### src/rtl/muldiv_seq_if.sv
// rtl/muldiv_seq_if.sv - EX-stage request/response bundle for the M-extension sequencer
interface muldiv_seq_if #(parameter int XLEN = 32);
  logic            valid_i;
  logic [2:0]      op_i;
  logic [XLEN-1:0] rs1_i;
  logic [XLEN-1:0] rs2_i;
  logic            flush_i;
  logic            stall_o;
  logic            busy_o;
  logic            done_o;
  logic [XLEN-1:0] result_o;

  modport master (
    output valid_i, op_i, rs1_i, rs2_i, flush_i,
    input  stall_o, busy_o, done_o, result_o
  );

  modport slave (
    input  valid_i, op_i, rs1_i, rs2_i, flush_i,
    output stall_o, busy_o, done_o, result_o
  );
endinterface

### src/rtl/muldiv_seq.sv
// rtl/muldiv_seq.sv - RV32M multi-cycle multiply / restoring divide sequencer with EX stall
// Optional MULDIV_EARLY_OUT_EN: divide-by-zero and signed overflow finish straight from IDLE.
module muldiv_seq #(
  parameter int XLEN = 32
) (
  input logic         clk,
  input logic         rst,
  muldiv_seq_if.slave bus
);
  typedef enum logic [1:0] {IDLE, MUL, DIV, DONE} state_t;

  localparam logic [XLEN-1:0] INT_MIN = {1'b1, {(XLEN-1){1'b0}}};

  state_t          state;
  logic [2:0]      op;
  logic [XLEN-1:0] a, b, quo, rem, dvsr, result;
  logic [4:0]      cnt;
  logic            done;

  function automatic logic [XLEN-1:0] mag(input logic neg, input logic [XLEN-1:0] x);
    return neg ? -x : x;
  endfunction

  // Sign fixup of the magnitude quotient/remainder; the two special cases override it.
  function automatic logic [XLEN-1:0] div_result(input logic [2:0] f,
                                                 input logic [XLEN-1:0] x, y, q, r);
    logic            sgn, xn, yn;
    logic [XLEN-1:0] qf, rf;
    sgn = ~f[0];
    xn  = sgn & x[XLEN-1];
    yn  = sgn & y[XLEN-1];
    qf  = (xn ^ yn) ? -q : q;
    rf  = xn ? -r : r;
    if (y == '0) begin
      qf = '1;
      rf = x;
    end else if (sgn && x == INT_MIN && y == '1) begin
      qf = INT_MIN;
      rf = '0;
    end
    return f[1] ? rf : qf;
  endfunction

  // 33-bit extended operands, widened to the full product width so the low bits are exact.
  logic                sa, sb;
  logic [2*XLEN+1:0]   a_wide, b_wide, prod;
  logic [XLEN-1:0]     mul_res;
  assign sa      = (op == 3'd1) || (op == 3'd2);
  assign sb      = (op == 3'd1);
  assign a_wide  = {{(XLEN+2){sa & a[XLEN-1]}}, a};
  assign b_wide  = {{(XLEN+2){sb & b[XLEN-1]}}, b};
  assign prod    = a_wide * b_wide;
  assign mul_res = (op == 3'd0) ? prod[XLEN-1:0] : prod[2*XLEN-1:XLEN];

  logic [XLEN:0]   rem_sh;
  logic [XLEN+1:0] diff;
  logic            take;
  logic [XLEN-1:0] rem_nxt, quo_nxt;
  assign rem_sh  = {rem, quo[XLEN-1]};
  assign diff    = {1'b0, rem_sh} - {2'b00, dvsr};
  assign take    = ~diff[XLEN+1];
  assign rem_nxt = take ? diff[XLEN-1:0] : rem_sh[XLEN-1:0];
  assign quo_nxt = {quo[XLEN-2:0], take};

  logic unused_bits;
  assign unused_bits = ^{prod[2*XLEN+1:2*XLEN], diff[XLEN]};

`ifdef MULDIV_EARLY_OUT_EN
  logic early;
  assign early = (bus.rs2_i == '0) ||
                 (!bus.op_i[0] && bus.rs1_i == INT_MIN && bus.rs2_i == '1);
`endif

  always_ff @(posedge clk) begin
    if (rst) begin
      state  <= IDLE;
      op     <= '0;
      a      <= '0;
      b      <= '0;
      quo    <= '0;
      rem    <= '0;
      dvsr   <= '0;
      cnt    <= '0;
      result <= '0;
      done   <= 1'b0;
    end else begin
      done <= 1'b0;
      case (state)
        IDLE: begin
          if (bus.valid_i && !bus.flush_i) begin
            op   <= bus.op_i;
            a    <= bus.rs1_i;
            b    <= bus.rs2_i;
            cnt  <= '0;
            rem  <= '0;
            quo  <= mag(~bus.op_i[0] & bus.rs1_i[XLEN-1], bus.rs1_i);
            dvsr <= mag(~bus.op_i[0] & bus.rs2_i[XLEN-1], bus.rs2_i);
            if (!bus.op_i[2]) begin
              state <= MUL;
`ifdef MULDIV_EARLY_OUT_EN
            end else if (early) begin
              state  <= DONE;
              done   <= 1'b1;
              result <= div_result(bus.op_i, bus.rs1_i, bus.rs2_i, '0, '0);
`endif
            end else begin
              state <= DIV;
            end
          end
        end
        MUL: begin
          if (bus.flush_i) begin
            state <= IDLE;
          end else begin
            state  <= DONE;
            done   <= 1'b1;
            result <= mul_res;
          end
        end
        DIV: begin
          if (bus.flush_i) begin
            state <= IDLE;
          end else begin
            quo <= quo_nxt;
            rem <= rem_nxt;
            cnt <= cnt + 5'd1;
            if (cnt == 5'd31) begin
              state  <= DONE;
              done   <= 1'b1;
              result <= div_result(op, a, b, quo_nxt, rem_nxt);
            end
          end
        end
        DONE:    state <= IDLE;
        default: state <= IDLE;
      endcase
    end
  end

  assign bus.stall_o  = (state == IDLE && bus.valid_i && !bus.flush_i) ||
                        state == MUL || state == DIV;
  assign bus.busy_o   = (state != IDLE);
  assign bus.done_o   = done;
  assign bus.result_o = result;
endmodule

### src/flat_wrapper.sv
// flat-port wrapper written by rule: the top's interface ports become plain ports
module muldiv_seq_flat 
#(
  parameter int XLEN = 32
)
  (clk, rst, bus_valid_i, bus_op_i, bus_rs1_i, bus_rs2_i, bus_flush_i, bus_stall_o, bus_busy_o, bus_done_o, bus_result_o);
  muldiv_seq_if #(.XLEN(XLEN)) bus_i ();
  input logic clk;
  input logic rst;
  input wire logic [$bits(bus_i.valid_i)-1:0] bus_valid_i;
  input wire logic [$bits(bus_i.op_i)-1:0] bus_op_i;
  input wire logic [$bits(bus_i.rs1_i)-1:0] bus_rs1_i;
  input wire logic [$bits(bus_i.rs2_i)-1:0] bus_rs2_i;
  input wire logic [$bits(bus_i.flush_i)-1:0] bus_flush_i;
  output wire logic [$bits(bus_i.stall_o)-1:0] bus_stall_o;
  output wire logic [$bits(bus_i.busy_o)-1:0] bus_busy_o;
  output wire logic [$bits(bus_i.done_o)-1:0] bus_done_o;
  output wire logic [$bits(bus_i.result_o)-1:0] bus_result_o;
  assign bus_i.valid_i = bus_valid_i;
  assign bus_i.op_i = bus_op_i;
  assign bus_i.rs1_i = bus_rs1_i;
  assign bus_i.rs2_i = bus_rs2_i;
  assign bus_i.flush_i = bus_flush_i;
  assign bus_stall_o = bus_i.stall_o;
  assign bus_busy_o = bus_i.busy_o;
  assign bus_done_o = bus_i.done_o;
  assign bus_result_o = bus_i.result_o;
  muldiv_seq #(.XLEN(XLEN)) u_core (.clk(clk), .rst(rst), .bus(bus_i));
endmodule
### config.mk
export PLATFORM = sky130hd
export DESIGN_NAME = muldiv_seq_flat
export DESIGN_NICKNAME = d
export VERILOG_FILES = /design/src/rtl/muldiv_seq_if.sv /design/src/rtl/muldiv_seq.sv /design/src/flat_wrapper.sv
export SDC_FILE = /design/constraint.sdc
export NUM_CORES = 2
export LEC_CHECK = 0
export ABC_CLOCK_PERIOD_IN_PS = 12500
export CAP_MARGIN = 20
export CORE_MARGIN = 5
export CORE_UTILIZATION = 35
export CTS_CLUSTER_DIAMETER = 60
export CTS_CLUSTER_SIZE = 16
export DETAILED_ROUTE_END_ITERATION = 10
export PLACE_DENSITY_LB_ADDON = 0.05
export SYNTH_ARGS = -nofsm -noshare
export SYNTH_HDL_FRONTEND = slang
export SYNTH_SLANG_ARGS = --single-unit
### constraint.sdc
create_clock -name clk -period 12.5 [get_ports clk]
set_input_delay 2.5 -clock clk [delete_from_list [all_inputs] [get_ports clk]]
set_output_delay 2.5 -clock clk [all_outputs]
set_load 0.1 [all_outputs]
==> summary.md <==
| Metric | Value |
|---|---|
| Mapped Nets | `7,798` |
| Main synth FF type | `dfxtp_1` |
| M2 GR Usage | `41.80%` |
| P&R area growth vs syn | `7.730%` |
| Hold Fails Final Rpt | `0` |
| Setup tns final | `0 ns` |
| I/O Buffers | `105` |
| Gpl congestion | `0.9063` |
| Cell Pwr Density | `84.26 nW/µm²` |
| Layout cell share with drive strength beyond 1 | `4.284%` |
| Yosys cell types | `94` |
| Resized cells post-CTS | `0` |
| First-pass DRT Iterations | `6` |
| Reg clk slew, reported paths | `0.06 ns` |
| Slew HR | `24.18%` |
| Outcome | `completed` |
| Max cap viols | `0` |
| Min-delay src | `u_core.b[6]` |
| Top-Level Pins | `106` |
| Synth area leader | `fa_1` |
| Vias in the first global route | `45,230` |
| Skew-Pair Late Insertion Delay | `0.56 ns` |
| Iteration-0 DRC count of the detailed router | `3,006` |
| Die width | `398.2 µm` |
| GRT Total Usage | `24.75%` |
| Cells after Synth | `6,348` |
| Achievable frequency | `101.7 MHz` |
| DIE AREA | `158,600 µm²` |
| CTS tree | `built` |
| Critical R2R Launch | `u_core.op[0]` |
| Kind of critical path | `reg -> reg` |
| Worst-path fanout max | `31` |
| DRC viols | `0` |
| Post-DR vias/cell | `5.208` |
| Core Region | `149,800 µm²` |
| Number of hold buffers added after cts | `0` |
| Register bit count reported by yosys | `202` |
| Mapped Avg Cell Area | `8.310 µm²` |
| Post-synth ARST share | `0%` |
| GRT Max-Usage Layer | `met2` |
| Grt met1 use | `34.52%` |
| Tightest Pin Transition | `1.134 ns` |
| Critical path startpoint | `u_core.op[0]` |
| Sink Count | `202` |
| Cell mode on critical path | `fa_1` |
| Synth Cell Area | `52,750 µm²` |
| Final setup fails | `0` |
| Slowest-stage cell, CP | `a311oi_1` |
| CP max stage delay | `0.64 ns` |
| Via count | `42,860` |
| Pin count of the biggest net entering global routing | `90` |
| Die span in y | `398.2 µm` |
| RSZ-0062 raised after global routing | `false` |
| # Post-CTS Setup Buffers | `0` |
| Clk buf depth | `3` |
| Routed wire per std cell | `23.65 µm` |
| Synth warn | `0` |
| Total grt overflow | `0` |
| Initial antenna violation count | `10` |
| Worst Path Buf+Inv | `9` |
| ANT nets after route | `0` |
| Skew final | `0.03429 ns` |
| Total power | `4.788 mW` |
| Post-route insts no fill | `8,229` |
| Number of fill cells | `15,760` |
| Number of synthesized flops with an enable pin | `0` |
| Post-DP HPWL | `154,100 µm` |
| WP data required | `12.95 ns` |
| CP startpoint kind | `flip-flop` |
| Peak VDD IR | `0.1694 mV` |
| CP arrival | `10.28 ns` |
| Row Count | `142` |
| Root buffer cell | `clkbuf_16` |
| Hold Crit Class | `reg -> reg` |
| H-tree Lvls | `2` |
| First-pass GRT wire length | `296,200 µm` |
| LEAKAGE | `25.25 nW` |
| CP top delay family | `adder cells` |
| CTS Buf Count | `34` |
| Met3 Usage GRT | `2.110%` |
| Final WL | `194,600 µm` |
| Tmin final | `9.837 ns` |
| Top cell type's share of synthesized area | `42.73%` |
| Final period util | `78.70%` |
| DP Cell Count | `8,165` |
| Ranking of synthesized cells by area | `fa_1 43%, inv_1 8.8%, nand2_1 8.1%, dfxtp_1 7.7%, ha_1 6.0%` |
| Critical Path End Type | `flip-flop` |
| Final net count | `7,635` |
| Initial Util | `35.22%` |
| Max-slew violations | `0` |
| Register area share after synthesis | `7.666%` |
-- registers in the layout (all words and copies together) (netlist names) --
signal,flops
u_core.a,32
u_core.b,32
u_core.bus.result_o,32
u_core.quo,32
u_core.rem,32
u_core.dvsr,31
u_core.cnt,5
u_core.op,3
u_core.state,2
u_core.bus.done_o,1
-- logic make-up (layout without fill, tap and decap cells) --
| group | count (synthesis) | count (layout) | share of synthesized area [%] |
|---|---|---|---|
| mux | 21 | 21 | 0.3985 |
| fa+ha+maj | 1379 | 1379 | 48.73 |
| xor+xnor | 200 | 200 | 3.321 |
| buf+inv | 1648 | 1509 | 11.80 |
| other cells | 0 | 4 | 0 |
| flops | 202 | 202 | 7.666 |
| simple gates | 2053 | 2053 | 17.69 |
| compound gates | 845 | 845 | 10.40 |
-- tightest hold or removal path, cell delays in order (launching register included) --
cell and delay (ns):
dfxtp_1 0.31, nand2_1 0.05, a21oi_1 0.05
-- worst paths after layout --
check	slack, ns	cells past startpoint	end
min	0.46	2	u_core.b[6]
min reg2reg	0.46	2	u_core.b[6]
max reg2reg	2.66	33	u_core.bus.result_o[31]
max	2.66	33	u_core.bus.result_o[31]
-- cell type report --
class | instances | area [µm²] | area share, %
repair buffers | 211 | 1866 | 3.283
clock buffers | 40 | 903.4 | 1.590
clock inverters | 20 | 231.5 | 0.4073
multi-input cells | 4498 | 42540 | 74.87
well taps | 2016 | 2522 | 4.439
inverters | 1238 | 4647 | 8.177
diodes | 4 | 10.01 | 0.01761
flip-flops and latches | 202 | 4104 | 7.222
-- cells in the final DEF (no fill, tap or decap), drive strengths merged, types with 40 or more instances in the layout --
cell type	instances
a21o	59
clkdlybuf4s50	101
nor2	266
xor2	85
fa	1126
nor3	68
clkbuf	40
and2	327
nor4	43
a21oi	295
dfxtp	202
o21ai	151
inv	1240
ha	253
nand2	1136
xnor2	115
a211oi	63
nand3	41
buf	110
-- routing by layer --
layer  wire length (µm)  vias to the layer above
met4               5919                        2
li1                   -                    19100
met5                 13                        -
met2              93000                     1183
met1              86780                    22320
met3               8882                      262
-- synth_stat cells, drive strengths merged, types with 7 or more instances --
master,count
inv,1237
nand2,1136
fa,1126
clkbuf,372
and2,327
a21oi,295
nor2,266
ha,253
dfxtp,202
o21ai,151
xnor2,115
xor2,85
nor3,68
a211oi,63
a21o,59
nor4,43
nand3,41
buf,38
a22oi,29
a31oi,29
nand4,27
and3,24
o21a,24
o31ai,24
or3,24
nand2b,22
mux2i,21
a311oi,20
o211ai,20
o21bai,17
nor2b,14
or4,14
a221oi,12
or2,12
o41ai,11
a211o,10
a2111oi,8
nand4b,8
a221o,7
a31o,7
o311ai,7
-- per-stage QoR --
| stage | area, µm² | setup WS [ns] | utilization (%) | hold WS [ns] |
|---|---|---|---|---|
| floorplan | 52750 | 3.649 | - | 0.4452 |
| global placement | 55640 | 2.820 | 37.15 | 0.4433 |
| detailed placement | 55680 | 2.723 | 37.18 | 0.4483 |
| CTS | 56820 | 2.664 | 37.94 | 0.4565 |
| global route | 56820 | 1.884 | 37.94 | 0.4774 |
| finish | 56830 | 2.663 | 37.94 | 0.4560 |
-- power by group --
part	switching [mW]	internal, mW	leakage, nW
Sequential	0.216	0.734	1.66
Clock	0.384	0.587	0.542
Combinational	2.02	0.844	23.0
No activity file was read; power rests on OpenSTA's default activity.
